## config.mk

```make
export PLATFORM = sky130hd
export DESIGN_NAME = encrypt_stream
export DESIGN_NICKNAME = d
export VERILOG_FILES = /design/src/rtl/encrypt_stream.sv
export SDC_FILE = /design/constraint.sdc
export NUM_CORES = 1
export LEC_CHECK = 0
export BUFFER_PORTS_ARGS = -buffer_cell sky130_fd_sc_hd__clkbuf_2
export CORE_ASPECT_RATIO = 1.75
export CORE_MARGIN = 2
export CORE_UTILIZATION = 41
export CTS_CLUSTER_DIAMETER = 150
export CTS_CLUSTER_SIZE = 30
export DETAILED_ROUTE_END_ITERATION = 10
export HOLD_SLACK_MARGIN = 0.12
export PLACE_DENSITY_LB_ADDON = 0.2
export RECOVER_POWER = 50
export SLEW_MARGIN = 20
export SYNTH_ARGS = -nofsm -noshare
export SYNTH_HDL_FRONTEND = slang
export SYNTH_SLANG_ARGS = --single-unit
export TNS_END_PERCENT = 50
```

## constraint.sdc

```tcl
create_clock -name clk_i -period 7.1 [get_ports clk_i]
set_input_delay 1.42 -clock clk_i [delete_from_list [all_inputs] [get_ports clk_i]]
set_output_delay 1.42 -clock clk_i [all_outputs]
set_load 0.1 [all_outputs]
```

## src/rtl/encrypt_stream.sv

```systemverilog
// Lane-parallel LWE encryption engine: accumulates noise-selected public-key entries per row
// and streams DIMENSION+1 ciphertext elements, adding the plaintext term on row 0.
module encrypt_stream #(
  parameter int unsigned PLAINTEXT_WIDTH  = 6,
  parameter int unsigned CIPHERTEXT_WIDTH = 10,
  parameter int unsigned DIMENSION        = 10,
  parameter int unsigned BIG_N            = 30,
  parameter int unsigned LANES            = 5,
  parameter int unsigned PT_SCALE         = 1,
  parameter int unsigned ROW_WIDTH        = 4
) (
  input  logic                              clk_i,
  input  logic                              rst_ni,
  input  logic                              start_i,
  input  logic [PLAINTEXT_WIDTH-1:0]        plaintext_i,
  input  logic [BIG_N-1:0]                  noise_select_i,
  output logic                              busy_o,
  input  logic                              pk_valid_i,
  output logic                              pk_ready_o,
  input  logic [LANES*CIPHERTEXT_WIDTH-1:0] pk_data_i,
  output logic                              ct_valid_o,
  input  logic                              ct_ready_i,
  output logic [CIPHERTEXT_WIDTH-1:0]       ct_data_o,
  output logic [ROW_WIDTH-1:0]              ct_index_o,
  output logic                              ct_last_o,
  output logic                              done_o
);

  localparam int unsigned CW    = CIPHERTEXT_WIDTH;
  localparam int unsigned PW    = PLAINTEXT_WIDTH;
  localparam int unsigned Beats = BIG_N / LANES;
  localparam int unsigned BeatW = (Beats > 1) ? $clog2(Beats) : 1;

  typedef enum logic [1:0] {StIdle, StAccum, StOutput} state_e;

  state_e                state_q, state_d;
  logic [PW-1:0]         pt_q, pt_d;
  logic [BIG_N-1:0]      sel_q, sel_d;
  logic [CW-1:0]         acc_q, acc_d;
  logic [ROW_WIDTH-1:0]  row_q, row_d;
  logic [BeatW-1:0]      beat_q, beat_d;
  logic [CW-1:0]         ct_data_q, ct_data_d;
  logic [ROW_WIDTH-1:0]  ct_index_q, ct_index_d;
  logic                  done_q, done_d;

  logic [BIG_N-1:0]      sel_shift;
  logic [LANES-1:0]      sel_beat;
  logic [CW-1:0]         partial;
  logic [CW-1:0]         pt_ext;
  logic [CW-1:0]         pt_term;

  // Unselected lanes never enter the sum, so X on those lanes cannot leak.
  always_comb begin
    sel_shift = sel_q >> (32'(beat_q) * LANES);
    sel_beat  = sel_shift[LANES-1:0];
    partial   = '0;
    for (int unsigned l = 0; l < LANES; l++) begin
      if (sel_beat[l]) partial = partial + pk_data_i[l*CW +: CW];
    end
  end

  always_comb begin
    pt_ext  = CW'(pt_q);
    pt_term = '0;
    if (row_q == '0) pt_term = (PT_SCALE != 0) ? (pt_ext << (CW - PW)) : pt_ext;
  end

  always_comb begin
    state_d    = state_q;
    pt_d       = pt_q;
    sel_d      = sel_q;
    acc_d      = acc_q;
    row_d      = row_q;
    beat_d     = beat_q;
    ct_data_d  = ct_data_q;
    ct_index_d = ct_index_q;
    done_d     = 1'b0;
    unique case (state_q)
      StIdle: begin
        if (start_i) begin
          pt_d    = plaintext_i;
          sel_d   = noise_select_i;
          row_d   = '0;
          beat_d  = '0;
          acc_d   = '0;
          state_d = StAccum;
        end
      end
      StAccum: begin
        if (pk_valid_i) begin
          if (beat_q == BeatW'(Beats - 1)) begin
            ct_data_d  = acc_q + partial + pt_term;
            ct_index_d = row_q;
            beat_d     = '0;
            state_d    = StOutput;
          end else begin
            acc_d  = acc_q + partial;
            beat_d = beat_q + 1'b1;
          end
        end
      end
      StOutput: begin
        if (ct_ready_i) begin
          if (row_q == ROW_WIDTH'(DIMENSION)) begin
            state_d = StIdle;
            done_d  = 1'b1;
          end else begin
            row_d   = row_q + 1'b1;
            acc_d   = '0;
            state_d = StAccum;
          end
        end
      end
      default: state_d = StIdle;
    endcase
  end

  always_ff @(posedge clk_i or negedge rst_ni) begin
    if (!rst_ni) begin
      state_q    <= StIdle;
      pt_q       <= '0;
      sel_q      <= '0;
      acc_q      <= '0;
      row_q      <= '0;
      beat_q     <= '0;
      ct_data_q  <= '0;
      ct_index_q <= '0;
      done_q     <= 1'b0;
    end else begin
      state_q    <= state_d;
      pt_q       <= pt_d;
      sel_q      <= sel_d;
      acc_q      <= acc_d;
      row_q      <= row_d;
      beat_q     <= beat_d;
      ct_data_q  <= ct_data_d;
      ct_index_q <= ct_index_d;
      done_q     <= done_d;
    end
  end

  assign busy_o     = (state_q != StIdle);
  assign pk_ready_o = (state_q == StAccum);
  assign ct_valid_o = (state_q == StOutput);
  assign ct_data_o  = ct_data_q;
  assign ct_index_o = ct_index_q;
  assign ct_last_o  = ct_valid_o && (ct_index_q == ROW_WIDTH'(DIMENSION));
  assign done_o     = done_q;

endmodule

```

==> flow_summary.yaml <==
flow_run:
  cap_viol_max_count: 1
critical_path:
  slowest_stage: "fa_2"
  r2r_end: "ct_data_o[9]"
  slowest_delay_ns: 0.38
  r2r_start: "beat_q[0]"
  r2r_cells: 37
  rrSetupSlack_ns: -0.29
  worstSetupStartpoint: "pk_data_i[0]"
  path_class: "primary input to flop"
  crit_path_frequent_cell: "ha_4"
  startpoint_type: "primary input"
  required_ns: 7.31
  cp-end-kind: "flop"
  cp.arrival_ns: 7.67
  endpoint: "ct_data_o[9]"
  path_max_fanout: 5
layout:
  seqCellArea_mm2: 0.00175
  nFillCells: 1127
  layout.nets: 950
  drive_above_1_share: 0.502
  fin_util: 0.613
  diodes: 0
  syn_to_final_growth_pct: 47.3
  multi_input_area_mm2: 0.00421
floorplanning:
  core.rowCount: 56
  die_x_um: 91.6
  ios: 110
  die_h_um: 157
  initial_core_util: 0.416
  core_mm2: 0.0132
  die_area_mm2: 0.0144
route:
  avgViaCountPerCell: 5.13
  drcViolationCount: 0
  ant_nets: 0
  dr_total_vias: 5022
  met3_length_um: 425
  drtIter0Drc: 130
  drt_wl_total_mm: 15.3
  first_pass_iters: 4
  wl_met2_mm: 8.43
  wl_met1_mm: 5.76
  wl_per_cell_um: 15.6
  top_layer: "met4"
yosys:
  mappedNetlistArea_mm2: 0.00551
  ys_warn_count: 0
  yosysMostFrequentCell: "dfrtp_1"
  synth_top_area_share: 0.318
  synth-async-reset-ratio: 1.00
  syn_avg_cell_area_um2: 9.70
  syn-num-nets: 718
  yosysSeqAreaShare: 0.318
  netlist-cell-type-count: 53
  yosys.area.top_type: "dfrtp_1"
  syn_inst: 568
  synth-edff-count: 0
  synth_common_cells: "dfrtp_1 (70), mux2_2 (63), ha_1 (53), nand2_1 (53), nor2_1 (34)"
  synthTopCellsByArea: "dfrtp_1 (32%), mux2_2 (13%), ha_1 (12%), xor2_1 (3.8%), xnor2_1 (3.7%)"
  ys_seq_elements: 70
  synth_flop_cell: "dfrtp_1"
sta:
  clock_skew_ns: 0.00537
  max-slew-margin-rel: -1.47
  finalCriticalPeriod_ns: 7.46
  grt_setup_unrepaired: "true"
  whs_ns: 0.488
  tightest_slew_ns: 3.70
  timing_hold_violations_final: 0
  fmax_mhz: 134
  setup_viol: 2
  worst_slack_ns: -0.358
  drv_slew: 71
  period_share: 1.05
run_status:
  outcome: "finished, violations left"
  violations: "capacitance limit, slew limit, setup timing"
clock_tree:
  clk_latency_ns: 0.33
  clockBufferDepth: 2
  htreeDepth: 3
  cts_buffers: 9
  cts_sinks: 70
  cts_tree: "yes"
  cts-root-buf: "clkbuf_16"
  clk_pin_slew_ns: 0.06
global_routing:
  grt_max_degree: 71
  antenna_found_initial: 0
  grt_pass1_wl_mm: 24.2
  grt_pass1_vias: 5358
  gr-usage-all-layers: 0.213
  grt_overflow: 0
place:
  io_buffer_count: 109
  gp_congestion: 0.879
  dpl.hpwl_mm: 11.5
hold_path:
  min_path_cells: 2
  hold_class: "flop to flop"
-- critical path, delay by kind of cell --
kind                       cells  cell delay, ns
adders and majority gates      7            1.77
and+or+nand+nor                9            1.17
xor gates and xnor gates       7            1.08
buffers and inverters          3            0.23
muxes                          4            1.11
AOI/OAI and AO/OA              6            0.90
-- cell type report --
class | count | area share
Multi-Input combinational cell | 448 | 0.518
Tap cell | 174 | 0.0268
Clock inverter | 5 | 0.00617
Timing Repair Buffer | 236 | 0.187
Inverter | 35 | 0.0162
Sequential cell | 70 | 0.216
Clock buffer | 10 | 0.0294
-- cells in the final DEF (no fill, tap or decap), types with 3 or more instances in the layout --
cell type  netlist  routed
a21oi_2          0      12
clkbuf_16        0       9
nor3_2           0       3
nor2_2           0       3
dfrtp_1         70      70
nand3_1         11       6
nand2b_1         5       5
xor2_2           0       3
buf_6            1       4
clkbuf_1        13       3
o211ai_1         5       5
ha_1            53      30
nand2_1         53      52
a22oi_1          4       3
mux4_2           5       5
a21oi_1         23      10
mux2_2          63      54
nor2b_1         11       8
a22o_1           4       3
buf_4            0     121
o21ai_0         33      21
nand3_2          0       4
clkinv_2         0       4
o21ai_2          0       7
a41oi_1          3       3
xnor2_1         23      19
nor2_1          34      31
clkbuf_2         0     106
xor2_1          24      21
mux2_4           1      10
inv_1           33      31
a21o_1          17      17
nor3_1          10       6
xnor2_2          0       4
fa_2             0       4
ha_4             0      22
o21ai_1          2       6
o22ai_1          6       6
and2_1          12      11
-- metal layers --
layer  vias up  global-route usage
met5         -                   0
li1       2481                   -
met3        34              0.0258
met2       101               0.412
met1      2406               0.213
met4         0               0.126
-- stage by stage --
stage	setup WS (ns)	TNS, ns	instances	instance area, um2
after CTS	-0.237	-0.408	970	7860
after global routing	-0.648	-1.52	978	8120
after global placement	-0.811	-2.78	932	7080
after detailed placement	-0.955	-3.89	932	7080
after floorplan	-0.266	-0.266	568	5650
final	-0.358	-0.437	978	8120
-- worst min-delay path by stage --
stage                 startpoint            to  slack (ns)
finish              ct_data_o[7]  ct_data_o[7]        0.49
global route             pt_q[2]       pt_q[2]        0.51
CTS                 ct_data_o[1]  ct_data_o[1]        0.49
detailed placement  ct_data_o[1]  ct_data_o[1]        0.48
global placement    ct_data_o[1]  ct_data_o[1]        0.47
floorplan                pt_q[0]       pt_q[0]        0.47
-- timing repair --
action,4_1_cts,5_1_grt
hold buffers,0,0
resized for setup,60,34
buffers inserted,24,8
endpoints found under the setup margin,6,5
pin swaps,54,18
-- logic make-up (layout without fill, tap and decap cells) --
family | Yosys count | count (layout) | share of synthesized area
AND/OR/NAND/NOR | 150 | 150 | 0.129
AO/OA/AOI/OAI | 119 | 119 | 0.139
multiplexers | 72 | 72 | 0.158
flip-flops | 70 | 70 | 0.318
adder cells (fa/ha/maj) | 59 | 59 | 0.142
buffers and inverters | 50 | 286 | 0.0354
XOR/XNOR | 48 | 48 | 0.0788
-- flip-flops by register name (all words and copies together) (netlist names) --
signal,cells
pt_q,6
beat_q,3
ct_index_o,4
row_q,4
state_q,2
sel_q,30
done_o,1
acc_q,10
ct_data_o,10
Power is left out: the tool's default activity adds up to more than one toggle a clock period on the data nets, which glitch-free logic cannot reach.
